## config.mk

```make
export PLATFORM = sky130hd
export DESIGN_NAME = fm_factor_scheduler_flat
export DESIGN_NICKNAME = d
export VERILOG_FILES = /design/src/rtl/fm_factor_scheduler_if.sv /design/src/rtl/fm_factor_scheduler.sv /design/src/flat_wrapper.sv
export SDC_FILE = /design/constraint.sdc
export NUM_CORES = 1
export LEC_CHECK = 0
export CELL_PAD_IN_SITES_DETAIL_PLACEMENT = 0
export CELL_PAD_IN_SITES_GLOBAL_PLACEMENT = 2
export CORE_UTILIZATION = 36
export DETAILED_ROUTE_END_ITERATION = 7
export PLACE_DENSITY = 0.86
export SKIP_CTS_REPAIR_TIMING = 1
export SYNTH_ARGS = -nofsm -noshare
export SYNTH_HDL_FRONTEND = slang
export SYNTH_SLANG_ARGS = --single-unit
```

## constraint.sdc

```tcl
create_clock -name clk -period 3 [get_ports clk]
set_clock_uncertainty 0.15 [all_clocks]
set_input_delay 0.9 -clock clk [delete_from_list [all_inputs] [get_ports clk]]
set_output_delay 0.9 -clock clk [all_outputs]
set_load 0.05 [all_outputs]
```

## src/rtl/fm_factor_scheduler_if.sv

```systemverilog
// Bus bundle between the FM factor scheduler, its sample source, coefficient ROM and divider.
interface fm_factor_scheduler_if;
  logic [7:0]  sample_in;
  logic        sample_valid;
  logic        sample_ready;
  logic        sample_tick;
  logic [7:0]  rom_addr;
  logic [15:0] rom_data;
  logic        period_done;
  logic [15:0] factor_out;
  logic        factor_load;
  logic [7:0]  underrun_cnt;
  logic        tick_miss;

  // Environment side: sample source, ROM and divider
  modport master (
    output sample_in, sample_valid, sample_tick, rom_data, period_done,
    input  sample_ready, rom_addr, factor_out, factor_load, underrun_cnt, tick_miss
  );

  // Scheduler side
  modport slave (
    input  sample_in, sample_valid, sample_tick, rom_data, period_done,
    output sample_ready, rom_addr, factor_out, factor_load, underrun_cnt, tick_miss
  );
endinterface

```

## src/rtl/fm_factor_scheduler.sv

```systemverilog
// FM factor scheduler: buffers audio samples, looks each one up in the coefficient
// ROM on an audio tick and hands the result to the divider on a period boundary.
module fm_factor_scheduler #(
  parameter int unsigned FIFO_DEPTH  = 4,
  parameter logic [15:0] IDLE_FACTOR = 16'h031F,
  parameter logic [15:0] MIN_FACTOR  = 16'h0002
) (
  input logic                  clk,
  input logic                  reset,
  fm_factor_scheduler_if.slave bus
);
  localparam int unsigned PTR_W      = (FIFO_DEPTH > 1) ? $clog2(FIFO_DEPTH) : 1;
  localparam int unsigned CNT_W      = PTR_W + 1;
  localparam logic [7:0]  RESET_ADDR = 8'h80;

  typedef enum logic [1:0] {S_IDLE, S_FETCH, S_ARMED} state_t;

  state_t            r_state;
  state_t            w_state_nxt;
  logic [7:0]        r_mem [FIFO_DEPTH];
  logic [PTR_W-1:0]  r_wr_ptr;
  logic [PTR_W-1:0]  r_rd_ptr;
  logic [CNT_W-1:0]  r_count;
  logic              r_tick_pending;
  logic              r_tick_miss;
  logic [7:0]        r_rom_addr;
  logic [7:0]        r_underrun;
  logic [15:0]       r_staged;
  logic [15:0]       r_factor_out;
  logic              r_factor_load;

  logic w_full;
  logic w_empty;
  logic w_push;
  logic w_tick;
  logic w_pop;
  logic w_underrun;
  logic w_capture;
  logic w_apply;
  logic w_serve;

  assign w_full  = (r_count == CNT_W'(FIFO_DEPTH));
  assign w_empty = (r_count == '0);
  assign w_push  = bus.sample_valid && !w_full;
  assign w_tick  = r_tick_pending || bus.sample_tick;
  assign w_serve = w_pop || w_underrun;

  // State register
  always_ff @(posedge clk or posedge reset) begin
    if (reset) r_state <= S_IDLE;
    else       r_state <= w_state_nxt;
  end

  // Next state and per-cycle control strobes
  always_comb begin
    w_state_nxt = r_state;
    w_pop       = 1'b0;
    w_underrun  = 1'b0;
    w_capture   = 1'b0;
    w_apply     = 1'b0;
    case (r_state)
      S_IDLE: begin
        if (w_tick) begin
          if (!w_empty) begin
            w_pop       = 1'b1;
            w_state_nxt = S_FETCH;
          end else begin
            w_underrun  = 1'b1;
          end
        end
      end
      S_FETCH: begin
        w_capture   = 1'b1;
        w_state_nxt = S_ARMED;
      end
      S_ARMED: begin
        if (bus.period_done) begin
          w_apply     = 1'b1;
          w_state_nxt = S_IDLE;
        end
      end
      default: w_state_nxt = S_IDLE;
    endcase
  end

  // Sample storage; contents are meaningless until the pointers say otherwise
  always_ff @(posedge clk) begin
    if (w_push) r_mem[r_wr_ptr] <= bus.sample_in;
  end

  // FIFO pointers and occupancy; a push while full never reaches here
  always_ff @(posedge clk or posedge reset) begin
    if (reset) begin
      r_wr_ptr <= '0;
      r_rd_ptr <= '0;
      r_count  <= '0;
    end else begin
      if (w_push) r_wr_ptr <= r_wr_ptr + PTR_W'(1);
      if (w_pop)  r_rd_ptr <= r_rd_ptr + PTR_W'(1);
      case ({w_push, w_pop})
        2'b10:   r_count <= r_count + CNT_W'(1);
        2'b01:   r_count <= r_count - CNT_W'(1);
        default: r_count <= r_count;
      endcase
    end
  end

  // Tick latch: one tick may queue; a second one while queued is counted as lost
  always_ff @(posedge clk or posedge reset) begin
    if (reset) begin
      r_tick_pending <= 1'b0;
      r_tick_miss    <= 1'b0;
    end else if (w_serve) begin
      // A fresh strobe arriving alongside an already-queued tick stays queued
      r_tick_pending <= r_tick_pending && bus.sample_tick;
    end else if (bus.sample_tick) begin
      r_tick_pending <= 1'b1;
      if (r_tick_pending) r_tick_miss <= 1'b1;
    end
  end

  // ROM address, staged factor, divider factor and underrun counter
  always_ff @(posedge clk or posedge reset) begin
    if (reset) begin
      r_rom_addr    <= RESET_ADDR;
      r_staged      <= IDLE_FACTOR;
      r_factor_out  <= IDLE_FACTOR;
      r_factor_load <= 1'b0;
      r_underrun    <= '0;
    end else begin
      r_factor_load <= w_apply;
      if (w_pop)     r_rom_addr <= r_mem[r_rd_ptr];
      if (w_capture) r_staged   <= (bus.rom_data < MIN_FACTOR) ? MIN_FACTOR : bus.rom_data;
      if (w_apply)   r_factor_out <= r_staged;
      if (w_underrun && (r_underrun != 8'hFF)) r_underrun <= r_underrun + 8'(1);
    end
  end

  assign bus.sample_ready = !w_full;
  assign bus.rom_addr     = r_rom_addr;
  assign bus.factor_out   = r_factor_out;
  assign bus.factor_load  = r_factor_load;
  assign bus.underrun_cnt = r_underrun;
  assign bus.tick_miss    = r_tick_miss;
endmodule

```

## src/flat_wrapper.sv

```systemverilog
// flat-port wrapper written by rule: the top's interface ports become plain ports
module fm_factor_scheduler_flat 
#(
  parameter int unsigned FIFO_DEPTH  = 4,
  parameter logic [15:0] IDLE_FACTOR = 16'h031F,
  parameter logic [15:0] MIN_FACTOR  = 16'h0002
)
  (clk, reset, bus_sample_in, bus_sample_valid, bus_sample_tick, bus_rom_data, bus_period_done, bus_sample_ready, bus_rom_addr, bus_factor_out, bus_factor_load, bus_underrun_cnt, bus_tick_miss);
  fm_factor_scheduler_if bus_i ();
  input logic clk;
  input logic reset;
  input wire logic [$bits(bus_i.sample_in)-1:0] bus_sample_in;
  input wire logic [$bits(bus_i.sample_valid)-1:0] bus_sample_valid;
  input wire logic [$bits(bus_i.sample_tick)-1:0] bus_sample_tick;
  input wire logic [$bits(bus_i.rom_data)-1:0] bus_rom_data;
  input wire logic [$bits(bus_i.period_done)-1:0] bus_period_done;
  output wire logic [$bits(bus_i.sample_ready)-1:0] bus_sample_ready;
  output wire logic [$bits(bus_i.rom_addr)-1:0] bus_rom_addr;
  output wire logic [$bits(bus_i.factor_out)-1:0] bus_factor_out;
  output wire logic [$bits(bus_i.factor_load)-1:0] bus_factor_load;
  output wire logic [$bits(bus_i.underrun_cnt)-1:0] bus_underrun_cnt;
  output wire logic [$bits(bus_i.tick_miss)-1:0] bus_tick_miss;
  assign bus_i.sample_in = bus_sample_in;
  assign bus_i.sample_valid = bus_sample_valid;
  assign bus_i.sample_tick = bus_sample_tick;
  assign bus_i.rom_data = bus_rom_data;
  assign bus_i.period_done = bus_period_done;
  assign bus_sample_ready = bus_i.sample_ready;
  assign bus_rom_addr = bus_i.rom_addr;
  assign bus_factor_out = bus_i.factor_out;
  assign bus_factor_load = bus_i.factor_load;
  assign bus_underrun_cnt = bus_i.underrun_cnt;
  assign bus_tick_miss = bus_i.tick_miss;
  fm_factor_scheduler #(.FIFO_DEPTH(FIFO_DEPTH), .IDLE_FACTOR(IDLE_FACTOR), .MIN_FACTOR(MIN_FACTOR)) u_core (.clk(clk), .reset(reset), .bus(bus_i));
endmodule
```

Word-level counts from Yosys, hierarchy flattened
Memory sizes are Yosys's and may differ from the RTL's. A register that Yosys moved wholly into a read port is not among the register bits.
Cells that the tools add are included.
Operators by class
  add/subtract/negate cells: 5
  multiply operators: 0
  div/mod/pow operators: 0
  $lt $le $gt $ge: 1
  eq/ne operators: 9
  shifts and indexed selects: 0
  mux-type cells: 19
  bitwise operators: 1
  reductions and logical operators: 12
Operators by type and width (count)
  16-bit by 2-bit less-than comparator with 1-bit output (second input constant): 1
  16-bit two-way mux: 1
  1-bit two-way mux: 13
  8-bit by 1-bit adder with 8-bit output (second input constant): 1
  8-bit != test (second input constant): 1
  2-bit two-way mux: 3
  2-bit one-hot mux with 3 select lines: 1
  3-bit one-hot mux with 2 select lines: 1
  3-bit AND reduction: 2
  2-bit by 1-bit adder with 2-bit output (second input constant): 2
  2-bit by 1-bit equality test with 1-bit output (second input constant): 2
  2-bit equality test (second input constant): 2
  2-bit != test (second input constant): 2
  2-bit nonzero test: 2
  3-bit by 1-bit adder with 3-bit output (second input constant): 1
  3-bit equality test (second input constant): 1
  1-bit logical AND: 3
  3-bit zero test: 1
  3-bit by 1-bit subtractor with 3-bit output (second input constant): 1
  2-bit zero test: 1
  1-bit logical OR: 2
  2-bit by 1-bit != test with 1-bit output (second input constant): 1
  1-bit zero test: 1
  1-bit NOT: 1
Storage, ports and cells
  flip-flop bits (word level): 52
  latch bits: 0
  bits in writable memories: 32
  ROM bits: 0
  input port bits: 29
  output and inout bits: 35
  logic and storage cells: 58
  memories: 1
Memories
  u_core.r_mem: depth 4, bits a word 8, rd ports 1, clocked after memory_dff 1, write ports 1, RTL line fm_factor_scheduler.sv:20  | logic [7:0] r_mem [FIFO_DEPTH];

Longest topological paths before layout
Gate-level depths: netlist of the first run.
  depth after elaboration: 7
  gate-level depth with buffers: 10
  gate-level depth less buffers: 10

Worst setup path after synthesis of the first run
Ideal clock, no wire load.
  kind: reg2reg
  from: register u_core.r_count[0]
  to: register u_core.r_count[2]
  setup time: 0.079 ns
  data arrival time: 2.417 ns
  data required time: 2.771 ns
  slack: 0.354 ns
  cell stages (with the launch flop): 11
  path buffers: 0
  clock period less this slack: 2.646 ns
  path through: dfrtp_1 -> inv_1 -> nand3_1 -> and2_1 -> inv_1 -> ha_1 -> inv_1 -> fa_1 -> xor2_1 -> nor2_1 -> xor2_1
Between the ends
  elaborated cells between the ends (all ways): 13
  those cells by class: add/sub (2); eq/ne (3); mux (4); reduce/logical (4)
RTL lines
  start: declaration: RTL line fm_factor_scheduler.sv:23  | logic [CNT_W-1:0] r_count;
  start signal: assignment: RTL line fm_factor_scheduler.sv:101  | 2'b10: r_count <= r_count + CNT_W'(1);
  start signal: assignment: RTL line fm_factor_scheduler.sv:102  | 2'b01: r_count <= r_count - CNT_W'(1);
  start signal: assignment: RTL line fm_factor_scheduler.sv:103  | default: r_count <= r_count;
  3-bit equality test *: RTL line fm_factor_scheduler.sv:42  | assign w_full = (r_count == CNT_W'(FIFO_DEPTH));
  1-bit zero test *
  via bus_sample_ready: RTL line flat_wrapper.sv:17  | output wire logic [$bits(bus_i.sample_ready)-1:0] bus_sample_ready;
  1-bit logical AND *: RTL line fm_factor_scheduler.sv:44  | assign w_push = bus.sample_valid && !w_full;
  2-bit by 1-bit equality test with 1-bit output / 2-bit equality test (equally long branches): RTL line fm_factor_scheduler.sv:100  | case ({w_push, w_pop})
  3-bit one-hot mux with 2 select lines / 2-bit nonzero test (equally long branches)
Mark *: on every way through the listed nets, which the timed path passes. The rest lies on a longest branch.
A chain may end at the register's enable or synchronous reset.

Final worst setup path of the first run
  from: register u_core.r_rom_addr[7], in the netlist u_core.bus.rom_addr[7] (read register of u_core.r_mem)
  to: output port bus_rom_addr[7]
RTL lines
  start: declaration: RTL line fm_factor_scheduler.sv:26  | logic [7:0] r_rom_addr;
  end: declaration: RTL line flat_wrapper.sv:18  | output wire logic [$bits(bus_i.rom_addr)-1:0] bus_rom_addr;
No word-level cell between the ends.

==> metrics.csv, run 1 <==
metric,value,unit
syn_area,3690,sq um
crit_cells,1,
gp_congestion,0.774,
drive_above_1_share,23.0,%
slew_headroom,61.3,%
grtUsageTotal,13.6,%
async_flop_share,65.2,%
numCtsBuffers,9,
synth_area_leaders,"dfrtp_1 31%, edfxtp_1 26%, dfstp_2 11%, mux2_2 7.0%, nand2_1 5.0%",
synth_top_area_share,30.5,%
area_delta_synth_final,27.7,%
synth_commonest_cells,"49 x nand2_1, 45 x dfrtp_1, 32 x edfxtp_1, 23 x mux2_2, 15 x dfstp_2",
p_int,0.00307,W
fin_crit,2.77,ns
min_path_type,flip-flop to flip-flop,
num_rows,36,
io_pins,64,
coreArea,9860,sq um
yosysWarnings,0,
final_cells,463,
nNetsFinal,361,
cp.arrival,1.72,ns
critPathBufInv,1,
outcome,completed,
finalPower,0.00509,W
reg2reg_depth,10,
cts_tree,done,
stdcell_area,4710,sq um
synth_edf_count,32,
dr.pass1.iters,4,
drt_iter0_markers,58,
grt_pass1_wl,10.5,mm
powerDensity,1080,nW/um^2
p_clk_share,16.3,%
pwr-share-seq,41.8,%
synth_area_leader_cell,dfrtp_1,
die_w,103,um
dpl.hpwl,4.63,mm
crit_path_max_fanout,2,
cts_num_sinks,92,
setup_viol,0,
critPathSlowestCell,clkdlybuf4s50_1,
ys_types,37,
start_util,37.4,%
grt-ovfl-total,0,
dieArea,10600,sq um
pwr-share-comb,41.9,%
drt_wl_total,6.73,mm
yosysSeqAreaShare,67.3,%
port_buffers,63,
synth_seq_cells,92,
leakage,1.91,nW
routed_via_density,4.56,
synth_cells,252,
crit_chain,clkdlybuf4s50_1,
p_sw,0.00202,W
min_from,u_core.r_staged[4]$_DFFE_PP1N_,
avgRoutedWirePerCell,14.5,um
dr_total_vias,2113,
yosysMostFrequentCell,nand2_1,
grt_max_degree,34,
slowest_delay,0.80,ns
htreeDepth,3,
critPathTopFamily,buffers and inverters,
syn-mean-instance-area,14.6,sq um
path_clk_slew,0.10,ns
rsz0062_at_grt,no,
route.detailed.drc,0,
hold_viol,0,
die_h,103,um
antenna_found_initial,0,
crit_path_start_kind,flip-flop,
period_share,92.2,%
clkLatencyLatePin,0.36,ns
hold_depth,2,
dp.cells,447,
required,1.95,ns
r2r-start,u_core.r_count[0]$_DFFE_PP0P_,
synth_nets,288,
clockBufferDepth,2,
max_slew.worst_pin.slew,0.581,ns
multi_input_area,1120,sq um
synth_ff_type,dfrtp_1,
cp-startpoint,u_core.bus.rom_addr[7]$_DFFE_PP1P_,
timing_max_transition_violations_final,0,
seqCellArea,2480,sq um
worstSetupPathType,flip-flop to output port,
ant_nets,0,
placed_cell_area,4500,sq um
drv_cap,0,
fillers,871,
diodes,0,
grt_pass1_vias,2130,
ir_worst_vdd,0.485,mV
cts-root-buf,clkbuf_8,
crit_path_end_kind,output port,
swShare,39.6,%
fmax,0.361,GHz
[sequential cells by signal, summed over array words and instances (netlist names), 3 cells and up]
signal	count
u_core.bus.underrun_cnt	8
u_core.bus.rom_addr	8
u_core.r_mem	32
u_core.bus.factor_out	16
u_core.r_staged	16
u_core.r_count	3
[cell families after synthesis]
family                     count (synthesis)  synth area share (%)
buffers and inverters                     17                  2.21
and+or+nand+nor                           85                  11.4
AOI/OAI and AO/OA                          5                 0.849
DFF                                       92                  67.3
muxes                                     33                  12.6
adders and majority gates                  7                  2.58
xor gates and xnor gates                  13                  3.09
[per-stage QoR]
stage / hold WS (ns) / setup TNS, ns / setup WS (ns) / util [%]
2_1_floorplan: 0.283 / 0 / 0.354 / -
3_5_place_dp: 0.294 / -0.0532 / -0.0532 / 45.6
3_3_place_gp: 0.292 / -0.0172 / -0.0172 / 45.6
5_1_grt: 0.335 / 0 / 0.177 / 47.7
4_1_cts: 0.308 / -0.00439 / -0.00439 / 47.7
6_report: 0.306 / 0 / 0.233 / 47.7
[final cells by class]
class                      instances  area share [%]
sequential                        92            52.7
multi-input combinational        143            23.9
timing repair buffer              70            14.8
tap                              133            3.54
clock buffer                       9            2.63
clock inverter                     7            1.68
inverter                           9           0.718
[final timing paths]
kind	end	slack, ns
min in group asynchronous	u_core.bus.underrun_cnt[4]$_DFFE_PP0P_	0.70
worst min-delay path	u_core.bus.factor_out[4]$_DFFE_PP1P_	0.31
worst max-delay path	bus_rom_addr[7]	0.23
worst min register to register	u_core.bus.factor_out[4]$_DFFE_PP1P_	0.31
worst max register to register	u_core.r_count[2]$_DFFE_PP0P_	0.63
max in group asynchronous	u_core.bus.factor_out[3]$_DFFE_PP1P_	1.40
[metal layers]
metal / part of all wire [%] / global-route usage, % / vias to the layer above / routed length, um
met4: 2.1 / 7.37 / 0 / 138
met5: 0 / 0 / - / 0
met2: 49 / 21.6 / 33 / 3300
li1: - / - / 1033 / -
met3: 2.5 / 2.89 / 10 / 168
met1: 46 / 17.5 / 1037 / 3120
[cells in the final DEF (no fill, tap or decap), types with 2 or more instances in the layout]
master            n
clkinv_8          2
inv_6             3
nand3_1           4
edfxtp_1         32
mux4_2            8
and2_1            3
buf_4             6
nor2_1            3
clkdlybuf4s50_1  62
mux2_2           23
ha_1              6
inv_1             8
nand4_1           5
dfstp_2          15
dfrtp_1          45
xor2_1            3
and3_1            6
nand2_1          49
nor4_1            4
o21ai_0           2
xnor2_1          10
clkbuf_8          9
[power by group through the flow]
stage,combinational (W),sequential (W),clock [W]
6_report,0.00213,0.00212,0.000831
5_1_grt,0.00229,0.00219,0.000913
4_1_cts,0.00216,0.00213,0.000860
3_5_place_dp,0.00215,0.00216,0
3_3_place_gp,0.00211,0.00214,0
2_1_floorplan,0.000985,0.00268,0
No activity file was read; power rests on OpenSTA's default activity.
==> inputs of run 2 (changes only) <==
--- a/config.mk
+++ b/config.mk
@@ -10,6 +10,7 @@
 export CORE_UTILIZATION = 36
 export DETAILED_ROUTE_END_ITERATION = 7
 export PLACE_DENSITY = 0.86
+export REMOVE_ABC_BUFFERS = 1
 export SKIP_CTS_REPAIR_TIMING = 1
 export SYNTH_ARGS = -nofsm -noshare
 export SYNTH_HDL_FRONTEND = slang
==> metrics.csv, run 2 (same netlist as run 1, synthesis figures left out) <==
metric,value,unit,change
pwr-share-comb,42.8,%,+0.9 points
die_w,103,um,unchanged
period_share,91.5,%,-0.79 points
worstSetupPathType,flip-flop to output port,,
critPathSlowestCell,clkdlybuf4s50_1,,
io_pins,64,,unchanged
cts_num_sinks,92,,unchanged
coreArea,9860,sq um,unchanged
dpl.hpwl,4.70,mm,+1.5%
seqCellArea,2480,sq um,unchanged
rsz0062_at_grt,no,,
ant_nets,0,,unchanged
setup_viol,0,,unchanged
powerDensity,1070,nW/um^2,-1.3%
final_cells,463,,unchanged
slew_headroom,61.3,%,about the same
drt_wl_total,6.75,mm,+0.39%
p_clk_share,14.4,%,-1.9 points
min_path_type,flip-flop to flip-flop,,
outcome,completed,,
crit_path_end_kind,output port,,
p_int,0.00305,W,-0.90%
area_delta_synth_final,26.7,%,
grtUsageTotal,13.9,%,+0.37 points
gp_congestion,0.685,,-12%
routed_via_density,4.63,,+1.6%
fillers,885,,+1.6%
p_sw,0.00194,W,-3.8%
die_h,103,um,unchanged
slowest_delay,0.81,ns,about the same
cts-root-buf,clkbuf_8,,
largest_reg_flops,32,,unchanged
start_util,37.4,%,unchanged
hold_ws,0.308,ns,+0.00213 ns
grt_pass1_vias,2196,,+3.1%
clkLatencyLatePin,0.34,ns,-0.02 ns
dr_total_vias,2146,,+1.6%
cp.arrival,1.69,ns,-0.03 ns
critPathTopFamily,buffers and inverters,,
drt_iter0_markers,54,,-6.9%
fmax,0.364,GHz,+0.86%
dp.cells,447,,unchanged
layout_common_cells,"62 x clkdlybuf4s50_1, 49 x nand2_1, 45 x dfrtp_1",,
max_slew.worst_pin.slew,0.580,ns,-0.000610 ns
required,1.95,ns,about the same
crit_path_max_fanout,2,,unchanged
swShare,38.9,%,-0.70 points
port_buffers,63,,unchanged
path_clk_slew,0.09,ns,about the same
multi_input_area,1120,sq um,unchanged
hold_viol,0,,unchanged
avgRoutedWirePerCell,14.6,um,+0.39%
diodes,0,,unchanged
leakage,1.89,nW,-1.2%
post-route-util,47.4,%,-0.34 points
critPathBufInv,1,,unchanged
pwr-share-seq,42.8,%,+1.0 points
crit_path_start_kind,flip-flop,,
antenna_found_initial,0,,unchanged
grt-ovfl-total,0,,unchanged
route.detailed.drc,0,,unchanged
nNetsFinal,361,,unchanged
crit_chain,clkdlybuf4s50_1,,
drive_above_1_share,22.4,%,-0.61 points
fin_crit,2.74,ns,-0.0237 ns
timing_max_transition_violations_final,0,,unchanged
numCtsBuffers,9,,unchanged
clockBufferDepth,2,,unchanged
final_common_cell,clkdlybuf4s50_1,,
dr.pass1.iters,4,,unchanged
ir_worst_vdd,0.422,mV,-13%
num_rows,36,,unchanged
cts_tree,done,,
dieArea,10600,sq um,unchanged
grt_pass1_wl,10.9,mm,+3.7%
drv_cap,0,,unchanged
largest-register,u_core.r_mem,,
htreeDepth,3,,unchanged
grt_max_degree,24,,-29%
[run 2: cell types whose count changed in the layout (fill, tap and decap cells not counted)]
cell        delta
inv_6          -3
clkinv_8       -2
clkinvlp_4     +2
clkbuf_1       +1
clkinv_1       +1
clkinv_2       +1
clkinv_4       +1
inv_8          -1
[run 2: worst paths after layout]
path | depth (start not counted) | end | slack, ns | from
max in group asynchronous | 3 | u_core.bus.factor_out[0]$_DFFE_PP1P_ | 1.27 | reset
hold reg to reg | 2 | u_core.bus.factor_out[9]$_DFFE_PP1P_ | 0.31 | u_core.r_staged[9]$_DFFE_PP1N_
setup / recovery | 1 | bus_factor_out[9] | 0.26 | u_core.bus.factor_out[9]$_DFFE_PP1P_
setup reg to reg | 10 | u_core.r_count[2]$_DFFE_PP0P_ | 0.65 | u_core.r_count[0]$_DFFE_PP0P_
hold / removal | 2 | u_core.bus.factor_out[9]$_DFFE_PP1P_ | 0.31 | u_core.r_staged[9]$_DFFE_PP1N_
min in group asynchronous | 2 | u_core.bus.factor_out[12]$_DFFE_PP0P_ | 0.74 | reset
[run 2: area by class of cell]
| cell class | instances | area share [%] |
|---|---|---|
| Clock buffer | 10 | 2.73 |
| Clock inverter | 6 | 0.884 |
| Inverter | 9 | 0.723 |
| Multi-Input combinational cell | 143 | 24.0 |
| Sequential cell | 92 | 53.1 |
| Tap cell | 133 | 3.56 |
| Timing Repair Buffer | 70 | 14.9 |
[run 2: stage by stage]
step                setup slack, ns   TNS, ns  total power, W  instance area, sq um
floorplan                  -0.00445  -0.00445         0.00361                  3640
global placement             0.0127         0         0.00427                  4500
detailed placement          -0.0875   -0.0875         0.00432                  4500
CTS                          0.0341         0         0.00506                  4670
global route                  0.199         0         0.00530                  4670
finish                        0.256         0         0.00498                  4670
[run 2: power by group through the flow]
stage / clock network [W] / registers [W] / logic (W)
after floorplan: 0 / 0.00272 / 0.000895
after global placement: 0 / 0.00215 / 0.00212
after detailed placement: 0 / 0.00217 / 0.00216
after CTS: 0.000754 / 0.00214 / 0.00216
after global routing: 0.000799 / 0.00220 / 0.00230
final: 0.000718 / 0.00213 / 0.00213
[run 2: routing by layer]
layer | wire [um] | up-vias | track usage, % | part of all wire, %
met2 | 3270 | 62 | 23.0 | 48
met3 | 425 | 5 | 4.84 | 6.3
li1 | - | 1030 | - | -
met4 | 40 | 0 | 4.55 | 0.59
met5 | 0 | - | 0 | 0
met1 | 3010 | 1049 | 17.2 | 45
